===== config.mk =====
export PLATFORM = sky130hd
export DESIGN_NAME = usb_ulpi_link_top_flat
export DESIGN_NICKNAME = d
export VERILOG_FILES = /design/src/rtl/ulpi_pkg.sv /design/src/rtl/ulpi_if.sv /design/src/rtl/ulpi_rxcmd_decoder.sv /design/src/rtl/usb_ulpi_link_top.sv /design/src/flat_wrapper.sv
export SDC_FILE = /design/constraint.sdc
export NUM_CORES = 1
export LEC_CHECK = 0
export BUFFER_PORTS_ARGS = -buffer_cell sky130_fd_sc_hd__buf_4
export CAP_MARGIN = 20
export CORE_MARGIN = 5
export CORE_UTILIZATION = 25
export DETAILED_ROUTE_END_ITERATION = 7
export GPL_ROUTABILITY_DRIVEN = 1
export GPL_TIMING_DRIVEN = 1
export PLACE_DENSITY = 0.44
export SLEW_MARGIN = 10
export SYNTH_ARGS = -nofsm -noshare
export SYNTH_HDL_FRONTEND = slang
export SYNTH_SLANG_ARGS = --single-unit

===== constraint.sdc =====
create_clock -name ulpi_clk -period 1.9 [get_ports ulpi_clk]
set_clock_uncertainty 0.05 [all_clocks]
set_input_delay 0.285 -clock ulpi_clk [delete_from_list [all_inputs] [get_ports ulpi_clk]]
set_output_delay 0.285 -clock ulpi_clk [all_outputs]
set_load 0.01 [all_outputs]

===== src/rtl/ulpi_pkg.sv =====
// Shared ULPI constants, FSM state encoding and RX CMD field layout for the link controller.
package ulpi_pkg;

   localparam int unsigned DATA_W     = 8;
   localparam int unsigned RX_COUNT_W = 16;

   localparam logic [1:0] TXCMD_REGW = 2'b10;
   localparam logic [1:0] TXCMD_REGR = 2'b11;

   localparam logic [5:0] ADDR_FUNC_CTRL = 6'h04;
   localparam logic [5:0] ADDR_VID_LOW   = 6'h00;

   localparam int unsigned RXCMD_LINESTATE_LSB = 0;
   localparam int unsigned RXCMD_VBUS_LSB      = 2;
   localparam int unsigned RXCMD_RXEVENT_LSB   = 4;

   typedef enum logic [3:0] {
      ST_PHY_RST,
      ST_STARTUP,
      ST_WR_CMD,
      ST_WR_DATA,
      ST_WR_STP,
      ST_RD_CMD,
      ST_RD_TURN1,
      ST_RD_DATA,
      ST_RD_TURN2,
      ST_IDLE,
      ST_WAIT_BUS
   } state_e;

   typedef struct packed {
      logic [1:0] rxevent;
      logic [1:0] vbus;
      logic [1:0] linestate;
   } rxcmd_t;

   function automatic logic [DATA_W-1:0] tx_cmd(input logic [1:0] prefix, input logic [5:0] addr);
      return {prefix, addr};
   endfunction

endpackage


===== src/rtl/ulpi_if.sv =====
// ULPI data bus between link (master) and PHY (slave); clock and PHY reset stay outside.
interface ulpi_if;
   import ulpi_pkg::*;

   logic [DATA_W-1:0] ulpi_data_read;
   logic [DATA_W-1:0] ulpi_data_write;
   logic [DATA_W-1:0] ulpi_data_writeEnable;
   logic              ulpi_direction;
   logic              ulpi_stp;
   logic              ulpi_nxt;

   modport master (
      input  ulpi_data_read,
      input  ulpi_direction,
      input  ulpi_nxt,
      output ulpi_data_write,
      output ulpi_data_writeEnable,
      output ulpi_stp
   );

   modport slave (
      output ulpi_data_read,
      output ulpi_direction,
      output ulpi_nxt,
      input  ulpi_data_write,
      input  ulpi_data_writeEnable,
      input  ulpi_stp
   );

endinterface


===== src/rtl/ulpi_rxcmd_decoder.sv =====
// Tracks bus direction history, latches RX CMD fields and counts received USB data bytes.
module ulpi_rxcmd_decoder
   import ulpi_pkg::*;
(
   input  logic                  clk,
   input  logic                  reset,
   input  logic                  i_dir,
   input  logic                  i_nxt,
   input  logic [DATA_W-1:0]     i_data,
   input  logic                  i_enable,
   input  logic                  i_suppress,
   output logic                  o_dir_q,
   output rxcmd_t                o_rxcmd,
   output logic [RX_COUNT_W-1:0] o_rx_byte_count
);

   logic                  r_dir_q;
   rxcmd_t                r_rxcmd;
   logic [RX_COUNT_W-1:0] r_rx_byte_count;
   logic                  w_data_cycle;
   logic                  w_unused_hi;

   // The first cycle with dir high is turnaround; only later cycles carry data.
   assign w_data_cycle = i_dir && r_dir_q;
   assign w_unused_hi  = ^i_data[DATA_W-1:6];

   always_ff @(posedge clk) begin
      if (reset) begin
         r_dir_q         <= 1'b0;
         r_rxcmd         <= '0;
         r_rx_byte_count <= '0;
      end else begin
         r_dir_q <= i_dir;
         if (i_enable && w_data_cycle) begin
            if (i_nxt) begin
               r_rx_byte_count <= r_rx_byte_count + RX_COUNT_W'(1);
            end else if (!i_suppress) begin
               r_rxcmd.linestate <= i_data[RXCMD_LINESTATE_LSB +: 2];
               r_rxcmd.vbus      <= i_data[RXCMD_VBUS_LSB +: 2];
               r_rxcmd.rxevent   <= i_data[RXCMD_RXEVENT_LSB +: 2];
            end
         end
      end
   end

   assign o_dir_q         = r_dir_q;
   assign o_rxcmd         = r_rxcmd;
   assign o_rx_byte_count = r_rx_byte_count;

endmodule


===== src/rtl/usb_ulpi_link_top.sv =====
// ULPI link top: PHY reset, Function Control write, Vendor ID Low readback, RX CMD decode and LEDs.
module usb_ulpi_link_top
   import ulpi_pkg::*;
#(
   parameter int unsigned       PHY_RESET_CYCLES = 60,
   parameter int unsigned       STARTUP_CYCLES   = 32,
   parameter logic [DATA_W-1:0] FUNC_CTRL_VALUE  = 8'h45,
   parameter logic [DATA_W-1:0] EXPECTED_VID_LOW = 8'h24,
   parameter int unsigned       HEARTBEAT_BITS   = 26
) (
   input  logic     ulpi_clk,
   input  logic     reset,
   ulpi_if.master   ulpi,
   output logic     ulpi_reset_,
   output logic     led0,
   output logic     led1,
   output logic     led2,
   output logic     led3
);

   localparam int unsigned CNT_MAX = (PHY_RESET_CYCLES > STARTUP_CYCLES) ? PHY_RESET_CYCLES : STARTUP_CYCLES;
   localparam int unsigned CNT_W   = $clog2(CNT_MAX + 1);
   localparam logic [DATA_W-1:0] WR_CMD_BYTE = tx_cmd(TXCMD_REGW, ADDR_FUNC_CTRL);
   localparam logic [DATA_W-1:0] RD_CMD_BYTE = tx_cmd(TXCMD_REGR, ADDR_VID_LOW);

   state_e                  r_state;
   logic [CNT_W-1:0]        r_cnt;
   logic                    r_ulpi_rst_n;
   logic [DATA_W-1:0]       r_data_write;
   logic [DATA_W-1:0]       r_we;
   logic                    r_stp;
   logic                    r_wr_done;
   logic                    r_init_done;
   logic [DATA_W-1:0]       r_vid_low;
   logic                    r_vid_valid;
   logic                    r_led3;
   logic [HEARTBEAT_BITS-1:0] r_hb;

   logic                    w_dir;
   logic                    w_nxt;
   logic                    w_dir_q;
   logic                    w_bus_free;
   logic                    w_rx_enable;
   logic                    w_rx_suppress;
   rxcmd_t                  w_rxcmd;
   logic [RX_COUNT_W-1:0]   w_rx_byte_count;
   logic                    w_unused_rx;

   assign w_dir         = ulpi.ulpi_direction;
   assign w_nxt         = ulpi.ulpi_nxt;
   assign w_bus_free    = !w_dir && !w_dir_q;
   assign w_rx_enable   = (r_state != ST_PHY_RST) && (r_state != ST_STARTUP);
   assign w_rx_suppress = (r_state == ST_RD_DATA);
   assign w_unused_rx   = ^{w_rxcmd.linestate[1], w_rxcmd.vbus, w_rxcmd.rxevent, w_rx_byte_count};

   ulpi_rxcmd_decoder u_rx (
      .clk             (ulpi_clk),
      .reset           (reset),
      .i_dir           (w_dir),
      .i_nxt           (w_nxt),
      .i_data          (ulpi.ulpi_data_read),
      .i_enable        (w_rx_enable),
      .i_suppress      (w_rx_suppress),
      .o_dir_q         (w_dir_q),
      .o_rxcmd         (w_rxcmd),
      .o_rx_byte_count (w_rx_byte_count)
   );

   // Init sequencer; data_write holds the byte belonging to the state being entered.
   always_ff @(posedge ulpi_clk) begin
      if (reset) begin
         r_state      <= ST_PHY_RST;
         r_cnt        <= '0;
         r_ulpi_rst_n <= 1'b0;
         r_data_write <= '0;
         r_we         <= '0;
         r_stp        <= 1'b0;
         r_wr_done    <= 1'b0;
         r_init_done  <= 1'b0;
         r_vid_low    <= '0;
         r_vid_valid  <= 1'b0;
         r_led3       <= 1'b0;
      end else begin
         r_stp  <= 1'b0;
         r_we   <= w_bus_free ? {DATA_W{1'b1}} : '0;
         r_led3 <= r_vid_valid && (r_vid_low == EXPECTED_VID_LOW);
         unique case (r_state)
            ST_PHY_RST: begin
               if (r_cnt == CNT_W'(PHY_RESET_CYCLES - 1)) begin
                  r_ulpi_rst_n <= 1'b1;
                  r_cnt        <= '0;
                  r_state      <= ST_STARTUP;
               end else begin
                  r_cnt <= r_cnt + CNT_W'(1);
               end
            end
            ST_STARTUP: begin
               if (r_cnt != CNT_W'(STARTUP_CYCLES - 1)) begin
                  r_cnt <= r_cnt + CNT_W'(1);
               end else if (w_bus_free) begin
                  r_state      <= ST_WR_CMD;
                  r_data_write <= WR_CMD_BYTE;
               end
            end
            ST_WR_CMD: begin
               if (w_dir) begin
                  r_state      <= ST_WAIT_BUS;
                  r_data_write <= '0;
               end else if (w_nxt) begin
                  r_state      <= ST_WR_DATA;
                  r_data_write <= FUNC_CTRL_VALUE;
               end
            end
            ST_WR_DATA: begin
               if (w_dir) begin
                  r_state      <= ST_WAIT_BUS;
                  r_data_write <= '0;
               end else if (w_nxt) begin
                  r_state      <= ST_WR_STP;
                  r_data_write <= '0;
                  r_stp        <= 1'b1;
                  r_wr_done    <= 1'b1;
               end
            end
            ST_WR_STP: begin
               r_state      <= ST_RD_CMD;
               r_data_write <= RD_CMD_BYTE;
            end
            ST_RD_CMD: begin
               if (w_dir) begin
                  r_state      <= ST_WAIT_BUS;
                  r_data_write <= '0;
               end else if (w_nxt) begin
                  r_state      <= ST_RD_TURN1;
                  r_data_write <= '0;
               end
            end
            ST_RD_TURN1: begin
               if (w_dir) r_state <= ST_RD_DATA;
            end
            ST_RD_DATA: begin
               if (w_nxt) begin
                  r_state <= ST_WAIT_BUS;
               end else if (w_dir) begin
                  r_vid_low   <= ulpi.ulpi_data_read;
                  r_vid_valid <= 1'b1;
                  r_state     <= ST_RD_TURN2;
               end
            end
            ST_RD_TURN2: begin
               if (!w_dir) begin
                  r_state     <= ST_IDLE;
                  r_init_done <= 1'b1;
               end
            end
            ST_IDLE: begin
               r_state <= ST_IDLE;
            end
            ST_WAIT_BUS: begin
               // Retry whichever register transaction was interrupted.
               if (w_bus_free) begin
                  r_state      <= r_wr_done ? ST_RD_CMD : ST_WR_CMD;
                  r_data_write <= r_wr_done ? RD_CMD_BYTE : WR_CMD_BYTE;
               end
            end
            default: begin
               r_state <= ST_PHY_RST;
            end
         endcase
      end
   end

   always_ff @(posedge ulpi_clk) begin
      if (reset) r_hb <= '0;
      else       r_hb <= r_hb + HEARTBEAT_BITS'(1);
   end

   assign ulpi.ulpi_data_write       = r_data_write;
   assign ulpi.ulpi_data_writeEnable = r_we;
   assign ulpi.ulpi_stp              = r_stp;
   assign ulpi_reset_                = r_ulpi_rst_n;
   assign led0                       = r_hb[HEARTBEAT_BITS-1];
   assign led1                       = r_init_done;
   assign led2                       = w_rxcmd.linestate[0];
   assign led3                       = r_led3;

endmodule


===== src/flat_wrapper.sv =====
// flat-port wrapper written by rule: the top's interface ports become plain ports
module usb_ulpi_link_top_flat import ulpi_pkg::*;
#(
   parameter int unsigned       PHY_RESET_CYCLES = 60,
   parameter int unsigned       STARTUP_CYCLES   = 32,
   parameter logic [DATA_W-1:0] FUNC_CTRL_VALUE  = 8'h45,
   parameter logic [DATA_W-1:0] EXPECTED_VID_LOW = 8'h24,
   parameter int unsigned       HEARTBEAT_BITS   = 26
)
  (ulpi_clk, reset, ulpi_reset_, led0, led1, led2, led3, ulpi_ulpi_data_read, ulpi_ulpi_direction, ulpi_ulpi_nxt, ulpi_ulpi_data_write, ulpi_ulpi_data_writeEnable, ulpi_ulpi_stp);
  ulpi_if ulpi_i ();
  input  logic ulpi_clk;
  input  logic reset;
  output logic ulpi_reset_;
  output logic led0;
  output logic led1;
  output logic led2;
  output logic led3;
  input wire logic [$bits(ulpi_i.ulpi_data_read)-1:0] ulpi_ulpi_data_read;
  input wire logic [$bits(ulpi_i.ulpi_direction)-1:0] ulpi_ulpi_direction;
  input wire logic [$bits(ulpi_i.ulpi_nxt)-1:0] ulpi_ulpi_nxt;
  output wire logic [$bits(ulpi_i.ulpi_data_write)-1:0] ulpi_ulpi_data_write;
  output wire logic [$bits(ulpi_i.ulpi_data_writeEnable)-1:0] ulpi_ulpi_data_writeEnable;
  output wire logic [$bits(ulpi_i.ulpi_stp)-1:0] ulpi_ulpi_stp;
  assign ulpi_i.ulpi_data_read = ulpi_ulpi_data_read;
  assign ulpi_i.ulpi_direction = ulpi_ulpi_direction;
  assign ulpi_i.ulpi_nxt = ulpi_ulpi_nxt;
  assign ulpi_ulpi_data_write = ulpi_i.ulpi_data_write;
  assign ulpi_ulpi_data_writeEnable = ulpi_i.ulpi_data_writeEnable;
  assign ulpi_ulpi_stp = ulpi_i.ulpi_stp;
  usb_ulpi_link_top #(.PHY_RESET_CYCLES(PHY_RESET_CYCLES), .STARTUP_CYCLES(STARTUP_CYCLES), .FUNC_CTRL_VALUE(FUNC_CTRL_VALUE), .EXPECTED_VID_LOW(EXPECTED_VID_LOW), .HEARTBEAT_BITS(HEARTBEAT_BITS)) u_core (.ulpi_clk(ulpi_clk), .reset(reset), .ulpi(ulpi_i), .ulpi_reset_(ulpi_reset_), .led0(led0), .led1(led1), .led2(led2), .led3(led3));
endmodule

==> results.json, run 1 <==
{
  "start_util": 0.2522,
  "crit_type": "flip-flop to flip-flop",
  "cp_slowest_cell": "or4_1",
  "n_antenna_cell": 0,
  "via_count": 2282,
  "min_period_ns": 1.823,
  "crit_chain": "or2_4 > nor4_4 > o32ai_4 > or4_1 > a21oi_1",
  "post_synth_num_cell_types": 51,
  "htree_levels": 3,
  "place_congestion": 0.8465,
  "antenna_found_initial": 0,
  "status": "complete, no violations",
  "clk_pin_slew_ns": 0.08,
  "mostFrequentLayoutCells": "buf_4 (54), dfxtp_1 (53), nor2_1 (46), a21oi_1 (20), nand2_1 (18)",
  "drc": 0,
  "die_area_um2": 13020,
  "finalNonFillerCells": 504,
  "grt_pass1_vias": 2276,
  "tns_ns": 0,
  "gr-total-overflow": 0,
  "synth_edf_count": 0,
  "drt_iter0_markers": 70,
  "power.total_mw": 2.661,
  "ios": 34,
  "crit_required_ns": 2.12,
  "rsz0062_at_grt": "false",
  "grt_pass1_wl_um": 10770,
  "setup_violations": 0,
  "fin_crit_sh": 0.9597,
  "synthArstFlopShare": 0,
  "finalWirelength_um": 6336,
  "synth_simple_gate_area_frac": 0.2558,
  "fmax_ghz": 0.5484,
  "clock-sinks": 57,
  "hold_class": "input port to flip-flop",
  "maxSlewViolCount": 0,
  "detail-route-antenna-nets": 0,
  "synth_cells": 319,
  "yosys_warnings": 0,
  "fin_nets": 373,
  "cpPeakStageDelay_ns": 0.53,
  "syn_area_um2": 2710,
  "place_hpwl_um": 4395,
  "via_per_inst": 4.528,
  "grtUsageTotal": 0.1023,
  "path_max_fanout": 3,
  "fp.dieW_um": 114.1,
  "arrival_ns": 2.04,
  "path_delay_family": "simple AND/OR/NAND/NOR gates",
  "maxCapViolCount": 0,
  "clock-root-buffer": "clkbuf_8",
  "r2r_cells": 5,
  "seq_area_frac_synth": 0.4211,
  "clock_latency_ns": 0.33,
  "numCtsBuffers": 9,
  "powerDensity_nw_per_um2": 773.7,
  "ys_ff_latch": 57,
  "path_depth": 5,
  "cp-end-kind": "flip-flop",
  "core_um2": 10750,
  "drt_first_pass_iters": 4,
  "drive_gt1_frac": 0.2418,
  "dp_cells": 488,
  "critPathLaunchType": "flip-flop",
  "cts_tree": "built",
  "synth_top_family_by_area": "simple AND/OR/NAND/NOR gates",
  "synth.largest_area_cell": "dfxtp_1",
  "syn2layout_area_growth_pct": 26.92,
  "final_common_cell": "buf_4",
  "irDropWorstVdd_mv": 0.3465,
  "synth_top_area_frac": 0.4211,
  "avgSynthCellArea_um2": 8.496,
  "grt_max_degree": 35,
  "cts_buffer_depth": 2,
  "synth_fa_ha_area_frac": 0.01339,
  "yosys-mux-area-fraction": 0.05171,
  "num_rows": 38,
  "ys_top_cells_by_area": "dfxtp_1 (42%), nor2_1 (6.4%), mux2i_1 (5.2%)",
  "crit_buf_inv": 0,
  "synth-xor-area-share": 0.07433,
  "p_leak_nw": 1.249,
  "cts_setup_buffers": 0,
  "synth_compound_gate_area_share": 0.1168,
  "hold_viol_final": 0,
  "routedWlPerCell_um": 12.57,
  "whs_path_depth": 3,
  "ys.flop_type": "dfxtp_1",
  "die_h_um": 114.1,
  "io_buffers": 29,
  "hold_ws_ns": 0.1305
}
==> where the power goes <==
group	switching, mW	internal, mW	total [mW]	leakage, nW
clock	0.537	0.749	1.29	0.106
combinational	0.0825	0.0679	0.150	0.680
sequential	0.0142	1.21	1.22	0.462
==> synthesized netlist by cell type, types with 5 or more instances <==
cell	number
dfxtp_1	57
nor2_1	46
a21oi_1	21
nand2_1	20
o21ai_0	16
mux2i_1	14
nand3_1	13
xor2_1	13
buf_4	11
xnor2_1	10
clkbuf_1	9
nand4_1	7
inv_1	6
nor3_1	6
or3_1	6
and4_1	5
==> repair_timing <==
item | CTS | global route
cloned | 0 | 0
pin swaps | 0 | 2
resized for setup | 1 | 13
endpoints found under the setup margin | 5 | 12
hold endpoints to repair | 0 | 0
hold buffers | 0 | 0
==> worst paths after layout <==
path	start	end	slack [ns]
max reg2reg	u_core.u_rx.o_dir_q	u_core.ulpi.ulpi_data_write[2]	0.08
min	ulpi_ulpi_data_read[4]	u_core.r_vid_low[4]	0.13
min reg2reg	u_core.r_vid_low[3]	u_core.led3	0.38
max	u_core.u_rx.o_dir_q	u_core.ulpi.ulpi_data_write[2]	0.08
==> worst reg2reg max path, stage by stage, from the launching register on <==
cell     delay (ns)
dfxtp_1        0.31
or2_4          0.25
nor4_4         0.31
o32ai_4        0.17
or4_1          0.53
a21oi_1        0.14
==> final cells by class <==
cell class | instances | area (µm²)
fill | 1175 | 7306
multi-input combinational | 230 | 1461
sequential | 57 | 1146
timing repair buffer | 54 | 405.4
tap | 140 | 175.2
clock buffer | 9 | 123.9
clock inverter | 7 | 101.3
inverter | 7 | 26.28
==> through the flow <==
step | instance area [µm²] | setup slack (ns) | utilization
2_1_floorplan | 2721 | 0.09004 | -
3_3_place_gp | 3157 | 0.02142 | 0.2938
3_5_place_dp | 3157 | 0.02241 | 0.2938
4_1_cts | 3391 | 0.03032 | 0.3156
5_1_grt | 3440 | 0.002482 | 0.3201
6_report | 3440 | 0.07653 | 0.3201
==> routing by layer <==
layer  vias up  wire (µm)  part of all wire  track usage
li1       1177          -                 -            -
met1      1064       3019              0.48       0.1255
met2        35       3000              0.47       0.1678
met3         6        232             0.037      0.02960
met4         0         83             0.013      0.04276
met5         -          0                 0            0
==> cells by family after synthesis <==
group / after synthesis
compound gates: 52
simple gates: 134
mux: 14
fa+ha+maj: 3
xor+xnor: 23
buf+inv: 35
flops: 57
other cells: 1
==> sequential cells by signal, indices dropped and copies added, names as in the netlist <==
signal                             cells
u_core.r_wr_done                       1
u_core.u_rx.o_dir_q                    1
u_core.r_state                         4
u_core.r_cnt                           6
u_core.led1                            1
u_core.ulpi.ulpi_data_write            4
u_core.r_hb                           26
u_core.ulpi.ulpi_stp                   1
u_core.r_vid_valid                     1
u_core.r_vid_low                       8
u_core.ulpi_reset_                     1
u_core.u_rx.o_rxcmd                    1
u_core.ulpi.ulpi_data_writeEnable      1
u_core.led3                            1
Note: power is estimated with default switching activity, not from simulation.
==> run 2, diff against run 1 <==
- ABC_AREA: unset -> 1
- CORE_UTILIZATION: 25 -> 35
- PLACE_DENSITY: 0.44 -> 0.56
==> results.json, run 2 <==
{
  "status": "complete, no violations",
  "finalNonFillerCells": 581,
  "seq_area_frac_synth": 0.3843,
  "antenna_found_initial": 0,
  "synth_cells": 444,
  "core_um2": 8258,
  "cts_setup_buffers": 0,
  "crit_type": "flip-flop to flip-flop",
  "synth_top_area_frac": 0.3843,
  "irDropWorstVdd_mv": 0.3309,
  "drc": 0,
  "r2r-end": "u_core.r_state[1]",
  "routedWlPerCell_um": 11.12,
  "grtUsageTotal": 0.1350,
  "post_synth_num_cell_types": 30,
  "synth.largest_area_cell": "dfxtp_1",
  "via_count": 2658,
  "num_rows": 33,
  "synthArstFlopShare": 0,
  "detail-route-antenna-nets": 0,
  "clock-root-buffer": "clkbuf_8",
  "regMostFlops": "u_core.r_hb",
  "ys_ff_latch": 57,
  "avgSynthCellArea_um2": 6.687,
  "place_hpwl_um": 4833,
  "grt_pass1_wl_um": 11160,
  "via_per_inst": 4.575,
  "critPathLaunchType": "flip-flop",
  "fin_nets": 485,
  "top_regs": "u_core.r_hb (26), u_core.r_vid_low (8), u_core.r_cnt (6)",
  "dp_slack_ns": 0.2422,
  "hold_viol_final": 0,
  "fin_area_um2": 3490,
  "ios": 34,
  "clock_latency_ns": 0.34,
  "r2r-start": "u_core.r_cnt[0]",
  "path_max_fanout": 4,
  "largest_reg_flops": 26,
  "ys_top_cells_by_area": "dfxtp_1 (38%), nand2_1 (12%), nor2_1 (12%)",
  "place_congestion": 0.8643,
  "hold_end": "u_core.r_vid_low[5]",
  "syn_area_um2": 2969,
  "hold_class": "input port to flip-flop",
  "postLayoutCoreUtil": 0.4226,
  "numCtsBuffers": 9,
  "cts_resized": 0,
  "yosys_warnings": 0,
  "crit_required_ns": 2.12,
  "n_antenna_cell": 0,
  "powerDensity_nw_per_um2": 777.4,
  "cts_tree": "built",
  "ys.flop_type": "dfxtp_1",
  "p_leak_nw": 1.431,
  "htree_levels": 3,
  "start_util": 0.3595,
  "syn2layout_area_growth_pct": 17.53,
  "tns_ns": 0,
  "die_area_um2": 10430,
  "maxCapViolCount": 0,
  "min_period_ns": 1.643,
  "fin_crit_sh": 0.8645,
  "grt_max_degree": 24,
  "drive_gt1_frac": 0.1681,
  "setup_ws_ns": 0.2575,
  "synth_common_cells": "nand2_1 (94), nor2_1 (94), dfxtp_1 (57)",
  "drt_first_pass_iters": 4,
  "r2r_slack_ns": 0.26,
  "rsz0062_at_grt": "false",
  "drt_iter0_markers": 89,
  "whs_path_depth": 3,
  "gr-total-overflow": 0,
  "cts_buffer_depth": 2,
  "r2r_cells": 9,
  "clock-sinks": 57,
  "fmax_ghz": 0.6088,
  "maxSlewViolCount": 0,
  "hold_buffers": 0,
  "die_h_um": 102.1,
  "cp-end-kind": "flip-flop",
  "mostFrequentLayoutCells": "nand2_1 (94), nor2_1 (94), dfxtp_1 (57), inv_1 (48), buf_4 (29)",
  "fp.dieW_um": 102.1,
  "io_buffers": 29,
  "grt_pass1_vias": 2432,
  "dp_cells": 565,
  "finalWirelength_um": 6460,
  "synth_edf_count": 0,
  "setup_violations": 0,
  "min_from": "ulpi_ulpi_data_read[5]",
  "arrival_ns": 1.87,
  "clk_pin_slew_ns": 0.07,
  "placed_area_um2": 3242
}
[run 2: per-stage QoR]
stage / hold WS, ns / power [mW]
2_1_floorplan: 0.3041 / 1.323
3_3_place_gp: 0.3541 / 1.360
3_5_place_dp: 0.3589 / 1.361
4_1_cts: 0.1388 / 2.768
5_1_grt: 0.1630 / 2.826
6_report: 0.1572 / 2.713
[run 2: worst max-delay path by stage]
| stage | start | endpoint | cells past startpoint |
|---|---|---|---|
| 2_1_floorplan | u_core.r_hb[0] | u_core.r_hb[18] | 8 |
| 3_3_place_gp | u_core.r_hb[0] | u_core.r_hb[18] | 8 |
| 3_5_place_dp | u_core.r_hb[0] | u_core.r_hb[18] | 8 |
| 4_1_cts | u_core.r_cnt[0] | u_core.r_state[1] | 9 |
| 5_1_grt | u_core.r_hb[0] | u_core.r_hb[18] | 8 |
| 6_report | u_core.r_cnt[0] | u_core.r_state[1] | 9 |
[run 2: logic make-up (layout without fill, tap and decap cells)]
group                      after synthesis  in the layout  synth area share
buffers and inverters                   73            102            0.1070
other                                    1              4          0.001263
xor gates and xnor gates                 8              8           0.02360
DFF                                     57             57            0.3843
and+or+nand+nor                        257            257            0.3961
adders and majority gates                2              2          0.008427
AOI/OAI and AO/OA                       46             46           0.07923
[run 2: final cells by class]
cell class	count	area, µm²
clock buffers	9	123.9
fillers	892	4768
inverters	56	210.2
clock inverters	7	118.9
multi-input cells	317	1526
repair buffers	30	237.7
flip-flops and latches	57	1141
well taps	105	131.4
[run 2: routing by layer]
metal  vias up  global-route usage  share of wire
met5         -                   0              0
met4         0             0.05550          0.017
met3        12             0.04027          0.062
met2        55              0.2104           0.43
met1      1159              0.1745           0.49
li1       1432                   -              -
[run 2: worst max-delay path, stage by stage (launching register included)]
cell,delay [ns]
dfxtp_1,0.38
ha_1,0.23
nand2_1,0.07
nor2_1,0.12
nand2_1,0.11
o21ai_0,0.22
nand3_2,0.12
nor2_4,0.13
nor2_1,0.05
nor2_1,0.10
[run 2: where the power goes]
group / leakage (nW) / internal [mW] / switching [mW] / total, mW
logic: 0.855 / 0.0476 / 0.0652 / 0.113
clock network: 0.115 / 0.870 / 0.510 / 1.38
registers: 0.461 / 1.21 / 0.0125 / 1.22
